**src/rtl/batt_mon.sv**
```systemverilog
`default_nettype none
// ============================================================================
// Module   : batt_mon
// Purpose  : Block-averaged, hysteretic battery-low monitor for the piezo
//            driver, with an optional sticky critical flag (BATT_MON_CRIT_EN).
// Revision : 1.0 - initial release
// ============================================================================
module batt_mon #(
   parameter int          AVG_LOG2   = 3,
   parameter logic [11:0] LOW_THRES  = 12'h800,
   parameter logic [11:0] HYST       = 12'h040,
   parameter logic [11:0] CRIT_THRES = 12'h700,
   parameter int          DWELL      = 4
) (
   input  logic        clk,
   input  logic        rst_n,
   input  logic        batt_vld,
   input  logic [11:0] batt,
   output logic [11:0] batt_avg,
   output logic        avg_rdy,
   output logic        batt_low,
   output logic        batt_crit
);

   localparam int          c_acc_w    = 12 + AVG_LOG2;
   localparam logic [3:0]  c_dwell    = 4'(DWELL);
   // 13 bits so LOW_THRES+HYST cannot wrap past full scale
   localparam logic [12:0] c_exit_thr = {1'b0, LOW_THRES} + {1'b0, HYST};

   if (AVG_LOG2 < 1 || AVG_LOG2 > 5) begin : g_bad_avg
      $error("batt_mon: AVG_LOG2 out of range");
   end
   if (DWELL < 1 || DWELL > 15) begin : g_bad_dwell
      $error("batt_mon: DWELL out of range");
   end
   if (CRIT_THRES >= LOW_THRES) begin : g_bad_crit
      $error("batt_mon: CRIT_THRES must be below LOW_THRES");
   end

   // ------------------------------------------------------------------------
   // Block averager
   // ------------------------------------------------------------------------
   logic [c_acc_w-1:0]  r_acc;
   logic [AVG_LOG2-1:0] r_cnt;
   logic [c_acc_w-1:0]  w_sum;

   assign w_sum = r_acc + {{AVG_LOG2{1'b0}}, batt};

   always_ff @(posedge clk or negedge rst_n) begin
      if (!rst_n) begin
         r_acc    <= '0;
         r_cnt    <= '0;
         batt_avg <= 12'hFFF;
         avg_rdy  <= 1'b0;
      end else begin
         avg_rdy <= 1'b0;
         if (batt_vld) begin
            if (&r_cnt) begin
               batt_avg <= w_sum[AVG_LOG2 +: 12];
               avg_rdy  <= 1'b1;
               r_acc    <= '0;
               r_cnt    <= '0;
            end else begin
               r_acc <= w_sum;
               r_cnt <= r_cnt + AVG_LOG2'(1);
            end
         end
      end
   end

   // ------------------------------------------------------------------------
   // Hysteretic OK/LOW(/CRIT) state machine, stepped once per average
   // ------------------------------------------------------------------------
`ifdef BATT_MON_CRIT_EN
   typedef enum logic [1:0] {
      ST_OK   = 2'd0,
      ST_LOW  = 2'd1,
      ST_CRIT = 2'd2
   } state_t;
`else
   typedef enum logic [0:0] {
      ST_OK  = 1'b0,
      ST_LOW = 1'b1
   } state_t;
`endif

   state_t     r_state;
   logic [3:0] r_low_cnt;
   logic       w_below_low;
   logic       w_above_exit;
   logic       w_low_hit;

   assign w_below_low  = batt_avg < LOW_THRES;
   assign w_above_exit = {1'b0, batt_avg} >= c_exit_thr;
   assign w_low_hit    = (r_low_cnt + 4'd1) == c_dwell;

`ifdef BATT_MON_CRIT_EN
   logic [3:0] r_crit_cnt;
   logic       w_below_crit;
   logic       w_crit_hit;

   assign w_below_crit = batt_avg < CRIT_THRES;
   assign w_crit_hit   = (r_crit_cnt + 4'd1) == c_dwell;
`else
   assign batt_crit = 1'b0;
`endif

   always_ff @(posedge clk or negedge rst_n) begin
      if (!rst_n) begin
         r_state    <= ST_OK;
         r_low_cnt  <= 4'd0;
         batt_low   <= 1'b0;
`ifdef BATT_MON_CRIT_EN
         r_crit_cnt <= 4'd0;
         batt_crit  <= 1'b0;
`endif
      end else if (avg_rdy) begin
         case (r_state)
            ST_OK: begin
               if (!w_below_low) begin
                  r_low_cnt <= 4'd0;
               end else if (w_low_hit) begin
                  r_state   <= ST_LOW;
                  r_low_cnt <= 4'd0;
                  batt_low  <= 1'b1;
               end else begin
                  r_low_cnt <= r_low_cnt + 4'd1;
               end
            end
            ST_LOW: begin
               // averages inside the hysteresis band also reset the count
               if (!w_above_exit) begin
                  r_low_cnt <= 4'd0;
               end else if (w_low_hit) begin
                  r_state   <= ST_OK;
                  r_low_cnt <= 4'd0;
                  batt_low  <= 1'b0;
               end else begin
                  r_low_cnt <= r_low_cnt + 4'd1;
               end
            end
            default: ;
         endcase
`ifdef BATT_MON_CRIT_EN
         // placed after the case so a CRIT entry overrides any OK/LOW move
         if (r_state != ST_CRIT) begin
            if (!w_below_crit) begin
               r_crit_cnt <= 4'd0;
            end else if (w_crit_hit) begin
               r_state    <= ST_CRIT;
               r_crit_cnt <= 4'd0;
               r_low_cnt  <= 4'd0;
               batt_low   <= 1'b1;
               batt_crit  <= 1'b1;
            end else begin
               r_crit_cnt <= r_crit_cnt + 4'd1;
            end
         end
`endif
      end
   end

endmodule
`default_nettype wire

```
**config.mk**
```make
export PLATFORM = sky130hd
export DESIGN_NAME = batt_mon
export DESIGN_NICKNAME = d
export VERILOG_FILES = /design/src/rtl/batt_mon.sv
export SDC_FILE = /design/constraint.sdc
export NUM_CORES = 1
export LEC_CHECK = 0
export BUFFER_PORTS_ARGS = -buffer_cell sky130_fd_sc_hd__clkbuf_2
export CAP_MARGIN = 20
export CORE_MARGIN = 2
export CORE_UTILIZATION = 57
export CTS_BUF_LIST = sky130_fd_sc_hd__clkbuf_8 sky130_fd_sc_hd__clkbuf_16
export CTS_CLUSTER_DIAMETER = 30
export DETAILED_ROUTE_END_ITERATION = 8
export PLACE_DENSITY_LB_ADDON = 0.08
export SETUP_SLACK_MARGIN = 0.2
export SYNTH_ARGS = -nofsm -noshare
export SYNTH_HDL_FRONTEND = slang
export SYNTH_SLANG_ARGS = --single-unit
```
**constraint.sdc**
```tcl
create_clock -name clk -period 3.39 [get_ports clk]
set_clock_uncertainty 0.05 [all_clocks]
set_input_delay 0.1695 -clock clk [delete_from_list [all_inputs] [get_ports clk]]
set_output_delay 0.1695 -clock clk [all_outputs]
set_load 0.005 [all_outputs]
```
==> impl_metrics.toml <==
[status]
outcome = "finished clean"

[cells_and_area]
ff_latch_area_um2 = 941
final.fill_count = 319
final_layout_size_suffix_gt1_frac = 0.243
syn_to_final_growth_pct = 11.3
finish.utilization = 0.672
num_antenna_cells = 0
multi_input_comb_area_um2 = 1240
layoutNonFillerInstCount = 303
nNetsFinal = 286

[sta]
slew_headroom = 0.395
fin_crit_sh = 0.785
final_report_max_slew_violation_count = 0
worst_pin_slew_ns = 0.908
finalSetupTns_ns = 0
timing.fmax_mhz = 376
setup_viol = 0
min_clock_period_post_route_ns = 2.66
timing.final.hold_violations = 0
rsz0062_at_grt = "no"
final_critical_path_setup_slack_ns = 0.727

[grt]
grt_start_max_net_pins = 38
global_route_wire_length_before_repair_um = 7710
globalRoute.totalOverflow = 0
grt_use_total = 0.230
vias_in_the_first_global_route = 1672
antenna_found_initial = 0

[routing]
wl_um = 4540
detail_route.drc_violations = 0
per_cell_via_count_in_the_routed_design = 5.94
drt_iter0_drcs = 84
antenna_left = 0
detailedRoute.firstPassIterationCount = 4
route.detailed.wl_per_inst_um = 15.0
detailroute.via_count = 1799

[pwr]
power_density_over_cell_area_nw_per_um2 = 881
ir_worst_vdd_mv = 0.552
leakagePower_nw = 1.13

[placement]
dp_cells = 294
place_worst_setup_slack_ns = 0.772
detailedPlacementHpwl_um = 3350
globalplace.congestion = 0.779
port-buffer-count = 28

[setup_path]
worstPathRequired_ns = 3.55
peak_fanout_along_the_critical_path = 8
critical-path-max-stage-delay_ns = 0.56
crit_chain = "ha_1 > fa_1 > a21o_1 > a311o_1 > a2111oi_4 > o31ai_1 > a31oi_1"
cpMaxStageDelayCell = "a2111oi_4"
critical_path_class = "flop to flop"
timing.critical_path.arrival_ns = 2.83
timing.critical_path.to_type = "flop"
timing.critical_path.from_type = "flop"

[logic_synthesis]
synth_sequential_area_ratio = 0.416
syn_inst = 226
synth_top_cell_area_share = 0.277
number_of_synthesized_register_bits = 37
main_synth_ff_type = "dfrtp_1"
synth-warning-count = 0
cell_type_with_the_highest_aggregate_area_in_the_netlist = "dfrtp_1"
syn_avg_cell_area_um2 = 10.0
ys_async_sr_fraction = 1.00
postSynthNetCount = 258
netlist_top_cells_area = "dfrtp_1, dfstp_2, ha_1"
synth_enable_flop_cells = 0
synthDistinctLibCells = 58
mappedNetlistArea_um2 = 2260

[clock_network]
cts-htree-levels = 2
cts.sink_count = 37
cts_tree = "yes"
numCtsBuffers = 5
post_cts_buffers = 0
clk_latency_ns = 0.29
clockBufferDepth = 2
clk_pin_slew_ns = 0.07
ctsRootBufferMaster = "clkbuf_8"

[hold_path]
hold_removal_path_class = "primary input to flop"

[floorplan]
pin_count = 30
floorplan.die_area_um2 = 4490
die_x_extent_um = 67.0
start_util = 0.604
core_area_um2 = 3740
die_h_um = 67.0
rows = 22

[job]
maxCapViolations = 0
==> what timing repair did <==
item	CTS	global route
hold buffers	1	0
hold endpoints to repair	25	0
resized for setup	0	0
setup endpoints to repair	0	0
==> cell usage in the layout, fill, tap and decap left out, drive strengths merged, types with 5 or more instances in the layout <==
master | synthesis | final
clkbuf | 5 | 33
o31ai | 5 | 5
o21ai | 15 | 15
ha | 16 | 16
dfrtp | 25 | 25
inv | 10 | 11
nand2 | 21 | 21
dfstp | 12 | 12
nor2 | 5 | 5
o2bb2ai | 6 | 6
nand3 | 11 | 11
a21oi | 11 | 11
==> cells in the mapped netlist, types with 2 or more instances <==
| library cell | number |
|---|---|
| buf_1 | 2 |
| nor2_1 | 5 |
| o2bb2ai_1 | 6 |
| a31oi_1 | 2 |
| nand2_1 | 21 |
| o211ai_1 | 4 |
| o31ai_1 | 5 |
| a31o_2 | 3 |
| a21boi_0 | 2 |
| xnor2_1 | 3 |
| xor2_1 | 4 |
| o41ai_1 | 2 |
| and4_1 | 3 |
| dfrtp_1 | 25 |
| mux2_2 | 2 |
| a211oi_1 | 2 |
| nor2b_1 | 3 |
| nand4_1 | 4 |
| inv_1 | 10 |
| and3_1 | 2 |
| a311oi_1 | 2 |
| dfstp_2 | 12 |
| ha_1 | 16 |
| or2_2 | 3 |
| o21ai_0 | 15 |
| a211o_1 | 2 |
| nand2b_1 | 4 |
| a21oi_1 | 11 |
| or4_1 | 3 |
| o21a_1 | 2 |
| a21o_1 | 4 |
| nand3_1 | 11 |
| clkbuf_1 | 5 |
| mux2i_1 | 2 |
==> final cells by class <==
cell class	instances	area share
multi-input cells	170	0.492
flip-flops and latches	37	0.374
repair buffers	30	0.0626
clock buffers	5	0.0273
well taps	48	0.0239
inverters	10	0.0149
clock inverters	3	0.00547
==> registers in the layout (all words and copies together) (netlist names) <==
| register | count |
|---|---|
| r_acc | 15 |
| batt_avg | 12 |
| r_low_cnt | 4 |
| r_cnt | 3 |
| avg_rdy | 1 |
| batt_low | 1 |
| r_state | 1 |
==> critical path, delay by kind of cell (launching register included) <==
kind                     cells  cell delay (ns)
AO/OA/AOI/OAI                5             1.52
adder cells (fa/ha/maj)      2             0.63
flip-flops                   1             0.38
==> report_power, final <==
group	switching, mW	internal, mW	total, mW
clock	0.154	0.139	0.294
sequential	0.153	0.671	0.824
combinational	0.615	0.485	1.10
==> logic make-up (layout without fill, tap and decap cells) <==
| group | Yosys count | count (layout) | share of synthesized area |
|---|---|---|---|
| multiplexers | 4 | 4 | 0.0188 |
| buffers and inverters | 19 | 48 | 0.0365 |
| AND/OR/NAND/NOR | 66 | 66 | 0.155 |
| other | 1 | 1 | 0.00166 |
| AO/OA/AOI/OAI | 75 | 75 | 0.248 |
| adder cells (fa/ha/maj) | 17 | 17 | 0.0973 |
| XOR/XNOR | 7 | 7 | 0.0271 |
| flip-flops | 37 | 37 | 0.416 |
==> worst paths after layout <==
check,from,to,slack (ns),cells after the start
setup reg to reg,r_acc[0]$_DFFE_PN0P_,batt_avg[11]$_DFFE_PN1P_,0.73,7
max in group asynchronous,rst_n,r_low_cnt[2]$_DFFE_PN0P_,2.23,2
hold reg to reg,batt_avg[1]$_DFFE_PN1P_,batt_avg[1]$_DFFE_PN1P_,0.43,2
hold / removal,batt[0],r_acc[0]$_DFFE_PN0P_,0.21,3
setup / recovery,r_acc[0]$_DFFE_PN0P_,batt_avg[11]$_DFFE_PN1P_,0.73,7
min in group asynchronous,rst_n,r_acc[4]$_DFFE_PN0P_,0.49,2
==> metal layers <==
| layer | GRT usage | share of wire | vias up |
|---|---|---|---|
| li1 | - | - | 911 |
| met2 | 0.358 | 0.44 | 48 |
| met1 | 0.326 | 0.49 | 836 |
| met4 | 0.0536 | 0.0075 | 0 |
| met3 | 0.0524 | 0.059 | 4 |
| met5 | 0 | 0 | - |
==> through the flow <==
| step | power (mW) | instance area [um2] | hold WS [ns] |
|---|---|---|---|
| after CTS | 2.22 | 2520 | 0.212 |
| after global placement | 1.89 | 2420 | 0.289 |
| final | 2.22 | 2520 | 0.212 |
| after global routing | 2.43 | 2520 | 0.221 |
| after detailed placement | 1.92 | 2420 | 0.292 |
| after floorplan | 1.64 | 2260 | -0.176 |
Note: power is estimated with default switching activity, not from simulation.
